<file path="config.mk">
export PLATFORM = sky130hd
export DESIGN_NAME = vga_mem_arbiter
export DESIGN_NICKNAME = d
export VERILOG_FILES = /design/src/rtl/vga_mem_arbiter.sv
export SDC_FILE = /design/constraint.sdc
export NUM_CORES = 1
export LEC_CHECK = 0
export ABC_AREA = 1
export CAP_MARGIN = 25
export CORE_AREA = 2 2 95 97
export CTS_BUF_LIST = sky130_fd_sc_hd__clkbuf_16
export DETAILED_ROUTE_END_ITERATION = 12
export DIE_AREA = 0 0 97 99
export MAX_ROUTING_LAYER = met4
export PLACE_DENSITY = 0.77
export SLEW_MARGIN = 20
export SYNTH_ARGS = -nofsm -noshare
export SYNTH_HDL_FRONTEND = slang
export SYNTH_SLANG_ARGS = --single-unit
</file>
<file path="constraint.sdc">
create_clock -name pixel_clk -period 1.4 [get_ports pixel_clk]
set_input_delay 0.21 -clock pixel_clk [delete_from_list [all_inputs] [get_ports pixel_clk]]
set_output_delay 0.21 -clock pixel_clk [all_outputs]
set_load 0.01 [all_outputs]
</file>
<file path="src/rtl/vga_mem_arbiter.sv">
// vga_mem_arbiter: two-master (display reader, CPU writer), one-slave arbiter
// for the framebuffer port, all in the pixel clock domain.
// Optional feature: define VGA_ARB_STARVE_GUARD_EN to bound how long the CPU
// can be kept off the port by a display that never releases it.
module vga_mem_arbiter #(
  parameter int unsigned AW            = 32,
  parameter int unsigned DW            = 32,
  parameter int unsigned CPU_BURST_MAX = 16,
  parameter int unsigned STARVE_LIMIT  = 256
) (
  input  logic            pixel_clk,
  input  logic            pixel_rst_n,
  // display line reader
  input  logic            vid_req,
  input  logic [AW-1:0]   vid_adr,
  output logic            vid_gnt,
  output logic            vid_ack,
  // CPU / pattern writer
  input  logic            cpu_req,
  input  logic            cpu_we,
  input  logic [AW-1:0]   cpu_adr,
  input  logic [DW-1:0]   cpu_dat_w,
  input  logic [DW/8-1:0] cpu_sel,
  output logic            cpu_gnt,
  output logic            cpu_ack,
  // slave bus
  output logic            mem_cyc,
  output logic            mem_stb,
  output logic            mem_we,
  output logic [AW-1:0]   mem_adr,
  output logic [DW-1:0]   mem_dat_w,
  output logic [DW/8-1:0] mem_sel,
  input  logic            mem_ack,
  input  logic [DW-1:0]   mem_dat_r,
  output logic [DW-1:0]   dat_r
);

  localparam int unsigned BW = $clog2(CPU_BURST_MAX + 1);

  // Encoding puts each grant directly on a state flop: bit0 = display, bit1 = CPU.
  typedef enum logic [1:0] {
    ST_IDLE = 2'b00,
    ST_VID  = 2'b01,
    ST_CPU  = 2'b10
  } state_t;

  state_t        state;
  state_t        state_nxt;
  logic [BW-1:0] beat_cnt;
  logic          beat_last_c;
  logic          cpu_starved_c;

  // Reject parameter values that make the burst limit meaningless.
  if (CPU_BURST_MAX < 1 || STARVE_LIMIT < 1) begin : g_bad_param
    $error("vga_mem_arbiter: CPU_BURST_MAX and STARVE_LIMIT must be at least 1");
  end

  // Current ack is the CPU_BURST_MAX-th of this tenure (count saturates there).
  assign beat_last_c = (beat_cnt >= BW'(CPU_BURST_MAX - 1));

`ifdef VGA_ARB_STARVE_GUARD_EN
  localparam int unsigned SCW = $clog2(STARVE_LIMIT + 1);

  logic [SCW-1:0] starve_cnt;

  // Cycles the CPU has waited while the display owns the port.
  always_ff @(posedge pixel_clk or negedge pixel_rst_n) begin
    if (!pixel_rst_n) begin
      starve_cnt <= '0;
    end else if (state == ST_IDLE && state_nxt == ST_CPU) begin
      starve_cnt <= '0;
    end else if (state == ST_VID && cpu_req && starve_cnt != SCW'(STARVE_LIMIT)) begin
      starve_cnt <= starve_cnt + SCW'(1);
    end
  end

  assign cpu_starved_c = (starve_cnt == SCW'(STARVE_LIMIT));
`else
  assign cpu_starved_c = 1'b0;
`endif

  // State register; grants fall asynchronously with reset.
  always_ff @(posedge pixel_clk or negedge pixel_rst_n) begin
    if (!pixel_rst_n) begin
      state <= ST_IDLE;
    end else begin
      state <= state_nxt;
    end
  end

  // Next-state: display priority, CPU burst cap, starvation override.
  always_comb begin
    state_nxt = state;
    unique case (state)
      ST_IDLE: begin
        if (cpu_req && cpu_starved_c) begin
          state_nxt = ST_CPU;
        end else if (vid_req) begin
          state_nxt = ST_VID;
        end else if (cpu_req) begin
          state_nxt = ST_CPU;
        end
      end
      ST_VID: begin
        if (!vid_req) begin
          state_nxt = ST_IDLE;
        end else if (mem_ack && cpu_starved_c) begin
          state_nxt = ST_IDLE;
        end
      end
      ST_CPU: begin
        if (!cpu_req) begin
          state_nxt = ST_IDLE;
        end else if (mem_ack && vid_req && beat_last_c) begin
          state_nxt = ST_IDLE;
        end
      end
      default: state_nxt = ST_IDLE;
    endcase
  end

  // CPU beats completed in the current tenure; idle clears it before each entry.
  always_ff @(posedge pixel_clk or negedge pixel_rst_n) begin
    if (!pixel_rst_n) begin
      beat_cnt <= '0;
    end else if (state == ST_IDLE) begin
      beat_cnt <= '0;
    end else if (state == ST_CPU && mem_ack && beat_cnt != BW'(CPU_BURST_MAX)) begin
      beat_cnt <= beat_cnt + BW'(1);
    end
  end

  assign vid_gnt = state[0];
  assign cpu_gnt = state[1];
  assign vid_ack = mem_ack & vid_gnt;
  assign cpu_ack = mem_ack & cpu_gnt;
  assign dat_r   = mem_dat_r;

  // Slave bus mux selected by the registered grants; all zeros when idle.
  always_comb begin
    mem_cyc   = 1'b0;
    mem_stb   = 1'b0;
    mem_we    = 1'b0;
    mem_adr   = '0;
    mem_dat_w = '0;
    mem_sel   = '0;
    if (vid_gnt) begin
      mem_cyc = 1'b1;
      mem_stb = vid_req;
      mem_sel = '1;
      mem_adr = vid_adr;
    end else if (cpu_gnt) begin
      mem_cyc   = 1'b1;
      mem_stb   = cpu_req;
      mem_we    = cpu_we;
      mem_adr   = cpu_adr;
      mem_dat_w = cpu_dat_w;
      mem_sel   = cpu_sel;
    end
  end

endmodule

</file>
==> flow_summary_export.csv <==
group,metric,value,unit
run_status,status,"finished with violations",
synth,synthTopCellsByCount,"126 x nand2_1, 39 x nor2_1, 33 x buf_4",
setup_path,crit_path_start,"state[0]",
synth,synth_top_area_cell,"nand2_1",
drt,drt-initial-drc-count,28,
finish,register_area,178,µm²
global_route,overflow,0,
drt,vias_per_cell,4.41,
power,power_frac_seq,9.2,%
setup_path,crit_type,"reg2out",
job,cap_violations,0,
synth,syn-num-nets,435,
placement,place.detailed.hpwl,5530,µm
setup_path,rr_startpoint,"state[0]",
placement,port_buffers,180,
power,total_power,2790,µW
synth,ys_seq_elements,7,
setup_path,cp-end-kind,"primary output",
placement,dp_cells,547,
synth,avgSynthCellArea,5.46,µm²
global_route,antenna_found_initial,0,
synth,synth_cell_types,20,
drt,ant_nets,0,
clock_network,clock_path_buffers,2,
drt,dr.pass1.iters,4,
setup_path,reg2reg_slack,0.02,ns
drt,top_layer,"met4",
synth,async_reset_ff_share,100,%
sta,finalSetupTns,-5.32,ns
floorplan,die_h,99,µm
finish,nNetsFinal,610,
clock_network,tritoncts,"yes",
setup_path,slowest_delay,0.44,ns
setup_path,crit_path_max_fanout,8,
global_route,grt_pass1_vias,2683,
floorplan,io_pins,245,
power,peakVddDrop,0.436,mV
hold_path,worstHoldPathType,"in2async",
run_status,failed_checks,"negative setup slack",
floorplan,fp.coreArea,0.00855,mm²
sta,period_share,111,%
setup_path,cpMaxStageDelayCell,"dfrtp_2",
sta,worst_slack,-0.153,ns
finish,drive_gt1_share,48.5,%
global_route,grt_first_pass_wirelength,12800,µm
sta,rsz0062_at_grt,"yes",
floorplan,start_util,18.8,%
power,power.switching,1110,µW
synth,syn_inst,294,
floorplan,num_rows,34,
synth,yosysWarnings,0,
sta,hold_viol_final,0,
power,p_int,1680,µW
clock_network,cts_made_buffers,3,
synth,syn-cell-area,0.00160,mm²
drt,wl_met2,4490,µm
floorplan,dieWidth,97,µm
clock_network,insertion_delay,0.23,ns
global_route,grt_max_degree,17,
setup_path,critPathCapture,"mem_adr[6]",
sta,finalSetupViolCount,69,
sta,final.min_clock_period,1.55,ns
drt,wl_met3,534,µm
finish,syn_to_final_growth,145,%
drt,drcViolationCount,0,
synth,synth_ff_type,"dfrtp_1",
finish,multi_input_area,0.00134,mm²
setup_path,ff2ff_path_depth,7,
setup_path,arrival,1.34,ns
synth,synth_top_area_share,29.5,%
clock_network,ctsHtreeMaxLevel,1,
clock_network,clock-sinks,7,
synth,netlist_top_cells_area,"nand2_1 29%, buf_4 15%, dfrtp_1 11%, nor2_1 9.1%, nand3_1 8.4%",
setup_path,cp_data_required_time,1.19,ns
setup_path,cp_cell_sequence,"buf_8 > buf_12 > buf_16 > nand2_2 > nand2_1 > buf_2",
setup_path,r2r_end,"beat_cnt[0]",
finish,n_antenna_cell,0,
power,pwr-share-clk,17.6,%
drt,wl_met1,3110,µm
drt,routed_wl,8440,µm
synth,synth_edf_count,0,
setup_path,cp-start-kind,"register",
sta,drv_slew,0,
drt,via_count,2538,
power,p_comb_share,73.3,%
sta,max_freq,644,MHz
placement,place.gp.congestion,0.742,
finish,num-fill-cells,897,
drt,wl_per_cell,14.6,µm
clock_network,cts.reportedPaths.clkPinSlew,0.04,ns
power,p_per_area,708,mW/mm²
power,power_leakage,0.00195,µW
sta,tightest_slew,0.341,ns
synth,synth-seq-area-share,10.9,%
clock_network,root_buffer,"clkbuf_16",
power,switching_share,39.8,%
sta,slew-limit-headroom,77.2,%
sta,clock_skew,0.00180,ns
synth,synth.most_common_cell,"nand2_1",
global_route,grt_usage,16.9,%
finish,fin_cells,576,
floorplan,die-area,0.00960,mm²
[per-layer routing]
layer / track usage, % / up-vias
met5: - / -
met4: 8.45 / 0
met3: 3.12 / 29
met2: 30.9 / 121
met1: 17.3 / 1164
li1: - / 1224
[sequential cells by signal (all words and copies together) (netlist names)]
name      count
beat_cnt      5
state         2
[how the worst min path moves through the flow]
stage                       start     endpoint  slack (ns)  cells past startpoint
finish                pixel_rst_n  beat_cnt[4]        0.25                      1
global route          pixel_rst_n  beat_cnt[4]        0.28                      1
detailed placement  mem_dat_r[10]    dat_r[10]        0.42                      0
global placement    mem_dat_r[10]    dat_r[10]        0.42                      0
floorplan             pixel_rst_n  beat_cnt[0]       -0.09                      0
CTS                   pixel_rst_n  beat_cnt[4]        0.26                      1
[power groups by stage]
stage / combinational (µW) / clock (µW) / sequential, µW
floorplan: 769 / 0 / 249
global placement: 1580 / 0 / 254
detailed placement: 1610 / 0 / 255
CTS: 1890 / 490 / 255
global route: 2190 / 511 / 259
finish: 2040 / 489 / 255
[logic make-up after synthesis]
group | after synthesis | share of synthesized area (%)
buffers and inverters | 69 | 27.1
adders and majority gates | 3 | 2.34
and+or+nand+nor | 211 | 57.8
DFF | 7 | 10.9
AOI/OAI and AO/OA | 4 | 1.79
[critical path, delay by kind of cell, from the launching register on]
family,cells,cell delay (ns)
simple gates,2,0.11
buf+inv,4,0.57
flops,1,0.44
[final cells by class]
class	instances	share of cell area [%]
Timing Repair Buffer	222	54.4
Multi-Input combinational cell	218	33.9
Sequential cell	7	4.51
Tap cell	108	3.43
Clock buffer	3	1.91
Inverter	17	1.75
Clock inverter	1	0.0953
[layout by cell type, fill, tap and decap left out]
cell,instances
nor2_2,19
nand2_4,8
buf_8,3
buf_2,63
a21oi_1,1
nand3_2,28
dfrtp_2,2
ha_2,1
o22ai_2,1
buf_16,6
o21ai_2,2
clkbuf_16,4
inv_2,2
clkinv_4,1
nor2_4,10
clkdlybuf4s50_1,105
nor2_1,12
nand3_1,9
nor3b_2,1
clkdlybuf4s15_1,1
buf_4,11
buf_6,22
ha_1,2
nand2_1,88
buf_12,10
nand4_1,3
nand2_2,33
dfrtp_1,5
inv_1,15
[metrics by stage]
stage | utilization [%] | setup WS (ns) | cell area (µm²) | hold WS, ns
3_5_place_dp | 39.3 | -0.340 | 3360 | 0.420
4_1_cts | 42.5 | -0.177 | 3630 | 0.257
6_report | 46.0 | -0.153 | 3940 | 0.246
3_3_place_gp | 39.3 | -0.295 | 3360 | 0.420
2_1_floorplan | - | 0.164 | 1600 | -0.0856
5_1_grt | 46.0 | -0.190 | 3940 | 0.278
[repair_timing]
action / 4_1_cts / 5_1_grt
resized for setup: 349 / 98
gates cloned: 9 / 1
hold buffers: 0 / 0
pin swaps: 9 / 24
setup buffers: 14 / 6
endpoints found under the setup margin: 75 / 79
(Power assumes the default switching activity.)
